==> src/rtl/pool_window_sequencer.sv <==
// pool_window_sequencer
//
// Frame-level controller that feeds a 2x2 max pooler. Pixels arrive in raster
// order over a valid/ready stream. Each even (top) row is stored in a line
// buffer. The pixels of the following odd (bottom) row are paired with the
// buffered pixels above them and re-emitted in 2x2 block order: top-left,
// top-right, bottom-left, bottom-right. The pooler is held in reset whenever no
// frame is active, so every frame starts aligned to a block boundary.
//
// Ports
//   clk, reset      : clock; asynchronous active-high reset
//   start           : begin a frame (sampled only in IDLE)
//   cfg_width       : frame width in pixels (even, 2..W_MAX), latched on start
//   cfg_height      : frame height in rows (even, >= 2), latched on start
//   s_valid/s_data  : input pixel stream (signed N-bit)
//   s_ready         : sequencer accepts a pixel this cycle
//   p_valid/p_data  : pixel stream to the pooler (valid_in / din)
//   pool_rst        : reset for the pooler, high outside a frame
//   busy            : frame in progress
//   done            : one-cycle pulse at frame end
//   cfg_err         : one-cycle pulse when a start is rejected
module pool_window_sequencer #(
    parameter int N      = 16,
    parameter int W_MAX  = 64,
    parameter int H_BITS = 10
) (
    input  logic                         clk,
    input  logic                         reset,
    input  logic                         start,
    input  logic [$clog2(W_MAX+1)-1:0]   cfg_width,
    input  logic [H_BITS-1:0]            cfg_height,
    input  logic                         s_valid,
    input  logic signed [N-1:0]          s_data,
    output logic                         s_ready,
    output logic                         p_valid,
    output logic signed [N-1:0]          p_data,
    output logic                         pool_rst,
    output logic                         busy,
    output logic                         done,
    output logic                         cfg_err
);

    localparam int CW = $clog2(W_MAX + 1);
    localparam int AW = (W_MAX > 1) ? $clog2(W_MAX) : 1;

    typedef enum logic [2:0] {
        IDLE, ROW_TOP, ROW_BOT_L, ROW_BOT_R, E0, E1, E2, E3
    } state_t;

    state_t                state;
    logic [CW-1:0]         width;
    logic [H_BITS-1:0]     height;
    logic [CW-1:0]         col;
    logic [H_BITS-1:0]     row;
    logic signed [N-1:0]   linebuf [W_MAX];
    logic signed [N-1:0]   hold_l;
    logic signed [N-1:0]   hold_r;

    logic [CW-1:0] col_m1;
    logic          xfer;
    logic          cfg_ok;
    logic          last_col;
    logic          last_row;

    assign xfer     = s_valid && s_ready;
    assign col_m1   = col - CW'(1);
    assign last_col = (col == width - CW'(1));
    assign last_row = (row == height - H_BITS'(1));
    assign cfg_ok   = !cfg_width[0] && (cfg_width >= CW'(2)) &&
                      (cfg_width <= CW'(W_MAX)) &&
                      !cfg_height[0] && (cfg_height >= H_BITS'(2));

    // Pixel storage: no reset needed, every entry is written before it is read.
    always_ff @(posedge clk) begin
        if (state == ROW_TOP && xfer)
            linebuf[col[AW-1:0]] <= s_data;
        if (state == ROW_BOT_L && xfer)
            hold_l <= s_data;
        if (state == ROW_BOT_R && xfer)
            hold_r <= s_data;
    end

    // Control FSM. Outputs are assigned on the same edge as the state change,
    // so each output register always reflects the state being entered.
    always_ff @(posedge clk or posedge reset) begin
        if (reset) begin
            state    <= IDLE;
            width    <= '0;
            height   <= '0;
            col      <= '0;
            row      <= '0;
            s_ready  <= 1'b0;
            p_valid  <= 1'b0;
            p_data   <= '0;
            pool_rst <= 1'b1;
            busy     <= 1'b0;
            done     <= 1'b0;
            cfg_err  <= 1'b0;
        end else begin
            done    <= 1'b0;
            cfg_err <= 1'b0;
            case (state)
                IDLE: begin
                    if (start) begin
                        if (cfg_ok) begin
                            width    <= cfg_width;
                            height   <= cfg_height;
                            col      <= '0;
                            row      <= '0;
                            state    <= ROW_TOP;
                            s_ready  <= 1'b1;
                            busy     <= 1'b1;
                            pool_rst <= 1'b0;
                        end else begin
                            cfg_err <= 1'b1;
                        end
                    end
                end
                ROW_TOP: begin
                    if (xfer) begin
                        if (last_col) begin
                            col   <= '0;
                            row   <= row + H_BITS'(1);
                            state <= ROW_BOT_L;
                        end else begin
                            col <= col + CW'(1);
                        end
                    end
                end
                ROW_BOT_L: begin
                    if (xfer) begin
                        col   <= col + CW'(1);
                        state <= ROW_BOT_R;
                    end
                end
                ROW_BOT_R: begin
                    // col is odd here: the block's top pixels sit at col-1 and col.
                    if (xfer) begin
                        state   <= E0;
                        s_ready <= 1'b0;
                        p_valid <= 1'b1;
                        p_data  <= linebuf[col_m1[AW-1:0]];
                    end
                end
                E0: begin
                    state  <= E1;
                    p_data <= linebuf[col[AW-1:0]];
                end
                E1: begin
                    state  <= E2;
                    p_data <= hold_l;
                end
                E2: begin
                    state  <= E3;
                    p_data <= hold_r;
                end
                E3: begin
                    p_valid <= 1'b0;
                    if (last_col && last_row) begin
                        done     <= 1'b1;
                        busy     <= 1'b0;
                        pool_rst <= 1'b1;
                        state    <= IDLE;
                    end else if (last_col) begin
                        col     <= '0;
                        row     <= row + H_BITS'(1);
                        s_ready <= 1'b1;
                        state   <= ROW_TOP;
                    end else begin
                        col     <= col + CW'(1);
                        s_ready <= 1'b1;
                        state   <= ROW_BOT_L;
                    end
                end
                default: state <= IDLE;
            endcase
        end
    end

endmodule

==> config.mk <==
export PLATFORM = sky130hd
export DESIGN_NAME = pool_window_sequencer
export DESIGN_NICKNAME = d
export VERILOG_FILES = /design/src/rtl/pool_window_sequencer.sv
export SDC_FILE = /design/constraint.sdc
export NUM_CORES = 2
export LEC_CHECK = 0
export BUFFER_PORTS_ARGS = -buffer_cell sky130_fd_sc_hd__buf_2
export CORE_AREA = 2 2 303 305
export CTS_CLUSTER_DIAMETER = 40
export DETAILED_ROUTE_END_ITERATION = 8
export DIE_AREA = 0 0 305 307
export GPL_TIMING_DRIVEN = 0
export HOLD_SLACK_MARGIN = 0.15
export PLACE_DENSITY = 0.76
export REMOVE_ABC_BUFFERS = 1
export SYNTH_ARGS = -nofsm -noshare
export SYNTH_HDL_FRONTEND = slang
export SYNTH_SLANG_ARGS = --single-unit
==> constraint.sdc <==
create_clock -name clk -period 4.7 [get_ports clk]
set_clock_uncertainty 0.1 [all_clocks]
set_input_delay 0.94 -clock clk [delete_from_list [all_inputs] [get_ports clk]]
set_output_delay 0.94 -clock clk [all_outputs]
set_load 0.02 [all_outputs]
; Yosys cells after proc, flatten, opt, wreduce, memory -nomap -nowiden
; Memory sizes are Yosys's and may differ from the RTL's.
; Index checks and enable logic that the tools add are counted.
[word_totals]
register_bits = 91
mem_bits_rw = 1024
in_bits = 37
out_inout_bits = 22
word_cells = 110
mem_count = 1
[mem_list]
columns = name, words, word_bits, read_ports, rd_ports_with_merged_regs, write_ports, line_no
row1 = linebuf, 64, 16, 2, 0, 1, 55  ; logic signed [N-1:0] linebuf [W_MAX];
[classes]
n_addsub = 5
magnitude_cmp = 3
eq_ne = 17
muxes = 44
n_reduce_logical = 26
[op_table]
columns = cell, count
row1 = case mux 16 bit (4 select lines), 1
row2 = two-way mux 10 bit, 5
row3 = two-way mux 7 bit, 6
row4 = case mux 10 bit (3 select lines), 1
row5 = case mux 7 bit (4 select lines), 1
row6 = case mux 3 bit (8 select lines), 1
row7 = two-way mux 3 bit, 6
row8 = two-way mux 1 bit, 16
row9 = two-way mux 16 bit, 1
row10 = "inequality test 2 bit, second input constant", 8
row11 = "equality test 3 bit, second input constant", 4
row12 = AND reduction 6 bit, 2
row13 = "adder 10 x 1 -> 10 bit, second input constant", 1
row14 = equality test 10 bit, 1
row15 = ">= comparator 10 x 2 -> 1 bit, second input constant", 1
row16 = AND reduction 5 bit, 2
row17 = "subtractor 10 x 1 -> 10 bit, second input constant", 1
row18 = logical AND 1 bit, 9
row19 = nonzero test 4 bit, 2
row20 = "adder 7 x 1 -> 7 bit, second input constant", 1
row21 = equality test 7 bit, 1
row22 = ">= comparator 7 x 2 -> 1 bit, second input constant", 1
row23 = "less-or-equal comparator 7 bit, second input constant", 1
row24 = "subtractor 7 x 1 -> 7 bit, second input constant", 1
row25 = 13 further kinds, 21

; Depth between registers and ports, before layout
[depth]
depth_word = 8
ltp_mapped = 12
mapped_depth_nobuf = 10

; Worst setup path before layout
; Ideal clock, no wire load.
[synth_timing]
path_type = input -> register
from = input port s_valid
to = register p_data[2]
setup_ps = 131
arrival_ps = 3572
t_required_ps = 4469
setup_slack_ps = 896
path_stages = 6
n_path_buf = 1
cell_sequence = nand2_1 > nor3_1 > a21oi_1 > clkbuf_1 > a221o_1 > or3_1
[synth_between]
elab_chain_len = 3
[synth_lines]
columns = element, line_no
row1 = from (decl), 32  ; input logic s_valid,
row2 = logical AND 1 bit, 65  ; assign xfer = s_valid && s_ready;
row3 = inequality test 2 bit (no line), --
row4 = AND reduction 2 bit (no line), --
row5 = to (signal assigned), 142  ; p_data <= linebuf[col_m1[AW-1:0]];
row6 = to (signal assigned), 147  ; p_data <= linebuf[col[AW-1:0]];
row7 = to (signal assigned), 151  ; p_data <= hold_l;
row8 = to (decl), 36  ; output logic signed [N-1:0] p_data,
; Every way passes these cells.
; A chain may end at the register's enable or synchronous reset.

; Worst setup path in the final report
[layout_timing]
from = register col[2]
to = register p_data[3]
[layout_between]
elab_chain_len = 4
[layout_lines]
columns = element, line_no
row1 = from (decl), 53  ; logic [CW-1:0] col;
row2 = from (signal assigned), 126  ; col <= col + CW'(1);
row3 = from (signal assigned), 132  ; col <= col + CW'(1);
row4 = from (signal assigned), 170  ; col <= col + CW'(1);
row5 = subtractor 6 x 1 -> 6 bit, 66  ; assign col_m1 = col - CW'(1);
row6 = memory read (64 x 16 bit) *, --
row7 = two-way mux 16 bit, 138  ; if (xfer) begin
row8 = case mux 16 bit (4 select lines) *, 102  ; case (state)
; Mark *: on every way between the ends. The rest lies on a longest branch, timed or not. The select of a mux whose other input is x is not followed.

==> results.toml <==
[worst_setup_path]
r2r-start = "col[2]"
start_kind = "flip-flop"
startpoint = "col[2]"
critical-path-max-stage-delay_ns = 1.37
r2r_setup_slack_ns = -0.07
crit_fanout = 18
arrival_ns = 5.30
crit_required_ns = 5.23
worstReg2RegEnd = "p_data[3]"
crit_path_end_kind = "flip-flop"
crit_chain = "nor3_4 > buf_16 > buf_16 > buf_16 > buf_8 > buf_16 > buf_8 > a22o_1 > a221oi_1 > a31oi_1 > nor4_1 > a21oi_1 > or3_1"
path_class = "reg -> reg"
crit_path_frequent_cell = "buf_16"
cpMaxStageDelayCell = "nor4_1"
r2r_cells = 13

[place]
port-buffer-count = 58
hpwl_um = 103700
pre_cts_ws_ns = -0.04118
gp_congestion = 0.9091
dpl_cell_area_um2 = 53270

[sta]
fin_crit_ns = 4.766
fin_ws_ns = -0.06645
tightest_slew_ns = 1.637
drv_slew = 19
fmax_ghz = 0.2098
post-route-period-util_pct = 101.4
rsz0062_at_grt = "false"
setup_viol = 1
fin_setup_tns_ns = -0.06645
finalHoldViolations = 0
max-slew-margin-rel_pct = -10.16

[synth]
post_synth_instance_area_um2 = 49440
synth_top_cell_by_area = "edfxtp_1"
yosys_warnings = 0
synth_edf_count = 1056
syn_inst = 2849
synth_compound_area_share_pct = 11.97
yosys.area_share.simple_pct = 3.429
synth_top_family_by_area = "multiplexers"
avgSynthCellArea_um2 = 17.35
async_flop_share_pct = 5.291
synth_xor_area_share_pct = 0.5745
synthFlopType = "edfxtp_1"
synth_cell_types = 70
synthAdderAreaFrac_pct = 0.1265
synth_mux_area_share_pct = 14.71
seq_area_frac_synth_pct = 67.12
synth_common_cells = "edfxtp_1 (1056), a22oi_1 (434), mux4_2 (320)"
synth_top_area_share_pct = 64.14
synth.area.top_cells = "edfxtp_1 (64%), mux4_2 (15%), a22oi_1 (6.6%)"
synth_most_common_cell = "edfxtp_1"
ys_ff_latch = 1115

[routing]
wl_per_cell_um = 38.67
remaining_drc_errors = 0
ant_nets = 0
vias = 33548
drtIter0Drc = 6575
wl_um = 165100
dr.pass1.iters = 6
via_per_inst = 7.859

[cts]
cts-root-buf = "clkbuf_16"
cts_num_sinks = 1115
cts_max_level = 4
clkLatencyLatePin_ns = 0.75
path_clk_slew_ns = 0.06
cts_tree = "built"
clockBufferDepth = 3
cts_buffers = 135

[floorplanning]
initial_core_util_pct = 54.52
dieWidth_um = 305
dieArea_um2 = 93640
pin_count = 59
core_um2 = 90690
dieHeight_um = 307
rows = 111

[global_route]
grt_use_total_pct = 35.32
grt_use_met1_pct = 43.11
top_usage_layer = "met2"
grt_pass1_wl_um = 235900
grt_pass1_vias = 33449
grt_max_degree = 67
use_met3_pct = 14.41
use_met2_pct = 53.22
antenna_found_initial = 10
overflow = 0

[layout]
drive_gt1_share_pct = 27.71
nets = 3011
fillCellCount = 5687
area_growth_pct = 16.98
design_area_um2 = 57840

[power]
power_density_nw_per_um2 = 373.1
p_sw_share_pct = 20.83
p_int_mw = 17.08
seqPwrFrac_pct = 50.4
total_power_mw = 21.58
p_clk_share_pct = 48.7
combPwrFrac_pct = 0.9
vdd_drop_max_mv = 0.3534
switchingPower_mw = 4.494
leakagePower_nw = 18.37

[hold_path]
hold_class = "in -> async"

[run_status]
violations = "capacitance limit, slew limit, setup timing"
status = "finished with violations"

[run]
cap_violations = 2
## layout make-up
type | instances | area [um^2] | share of cell area, %
Antenna cell | 5 | 12.51 | 0.02163
Multi-Input combinational cell | 1484 | 15540 | 26.87
Clock inverter | 90 | 1037 | 1.793
Inverter | 17 | 63.81 | 0.1103
Tap cell | 1186 | 1484 | 2.566
Sequential cell | 1115 | 33190 | 57.39
Clock buffer | 156 | 3478 | 6.014
Timing Repair Buffer | 216 | 3025 | 5.231
## registers in the layout (all words and copies together) (netlist names), 3 cells and up
name,count
col,7
height,10
hold_l,16
hold_r,16
linebuf,1024
p_data,16
row,10
state,3
width,7
## power groups by stage
stage	Clock [mW]	Sequential [mW]	Combinational (mW)
after CTS	10.5	10.9	0.176
after floorplan	0	11.1	0.00986
after global routing	10.9	10.9	0.192
final	10.5	10.9	0.185
after detailed placement	0	11.1	0.176
after global placement	0	11.1	0.154
## what timing repair did
item,4_1_cts,5_1_grt
setup endpoints to repair,3,2
resized for setup,0,2
hold buffers,0,0
setup buffers,1,0
## metrics by stage
step	utilization [%]	hold slack (ns)	std cells
5_1_grt	63.76	0.3008	4264
4_1_cts	63.73	0.2367	4264
6_report	63.77	0.2301	4269
2_1_floorplan	-	0.3652	2616
3_3_place_gp	55.42	0.3855	3860
3_5_place_dp	58.73	0.3985	4017
## critical path, delay by kind of cell, from the launching register on
family | cells | cell delay, ns
simple gates | 3 | 1.87
buf+inv | 6 | 1.05
flops | 1 | 0.88
compound gates | 4 | 0.73
## layout by cell type, fill, tap and decap left out, types with 14 or more instances in the layout
cell,instances
a21oi_1,57
a221o_1,16
a221oi_1,39
a22o_1,59
a22oi_1,434
a31oi_1,41
a41oi_1,89
buf_16,40
buf_2,58
buf_6,36
buf_8,70
bufinv_16,14
clkbuf_1,20
clkbuf_16,136
clkinv_1,18
dfrtp_1,57
edfxtp_1,1056
inv_1,15
inv_6,20
mux4_2,320
nand2_1,127
nor2_1,25
nor2_2,62
nor4_1,34
o21ai_0,15
or3_1,19
xnor2_1,18
## worst max path at each step
stage | to | slack [ns] | cells past startpoint
2_1_floorplan | p_data[4] | -21.46 | 7
3_3_place_gp | linebuf[10][15] | -75.40 | 3
3_5_place_dp | p_data[15] | -0.04 | 10
4_1_cts | p_data[15] | 0.14 | 10
5_1_grt | p_data[15] | 0.01 | 10
6_report | p_data[3] | -0.07 | 13
## kinds of logic after synthesis
logic type                 count (synthesis)
DFF                                     1115
AOI/OAI and AO/OA                        777
and+or+nand+nor                          346
muxes                                    326
buffers and inverters                    250
xor gates and xnor gates                  30
adders and majority gates                  5
## metal layers
layer / share of wire (%) / vias to the layer above / wire (um)
met5: 0.14 / - / 230
met4: 7.5 / 18 / 12340
met3: 17 / 820 / 27890
met2: 45 / 3526 / 73920
met1: 31 / 16609 / 50710
li1: - / 12575 / -
(Power assumes the default switching activity.)
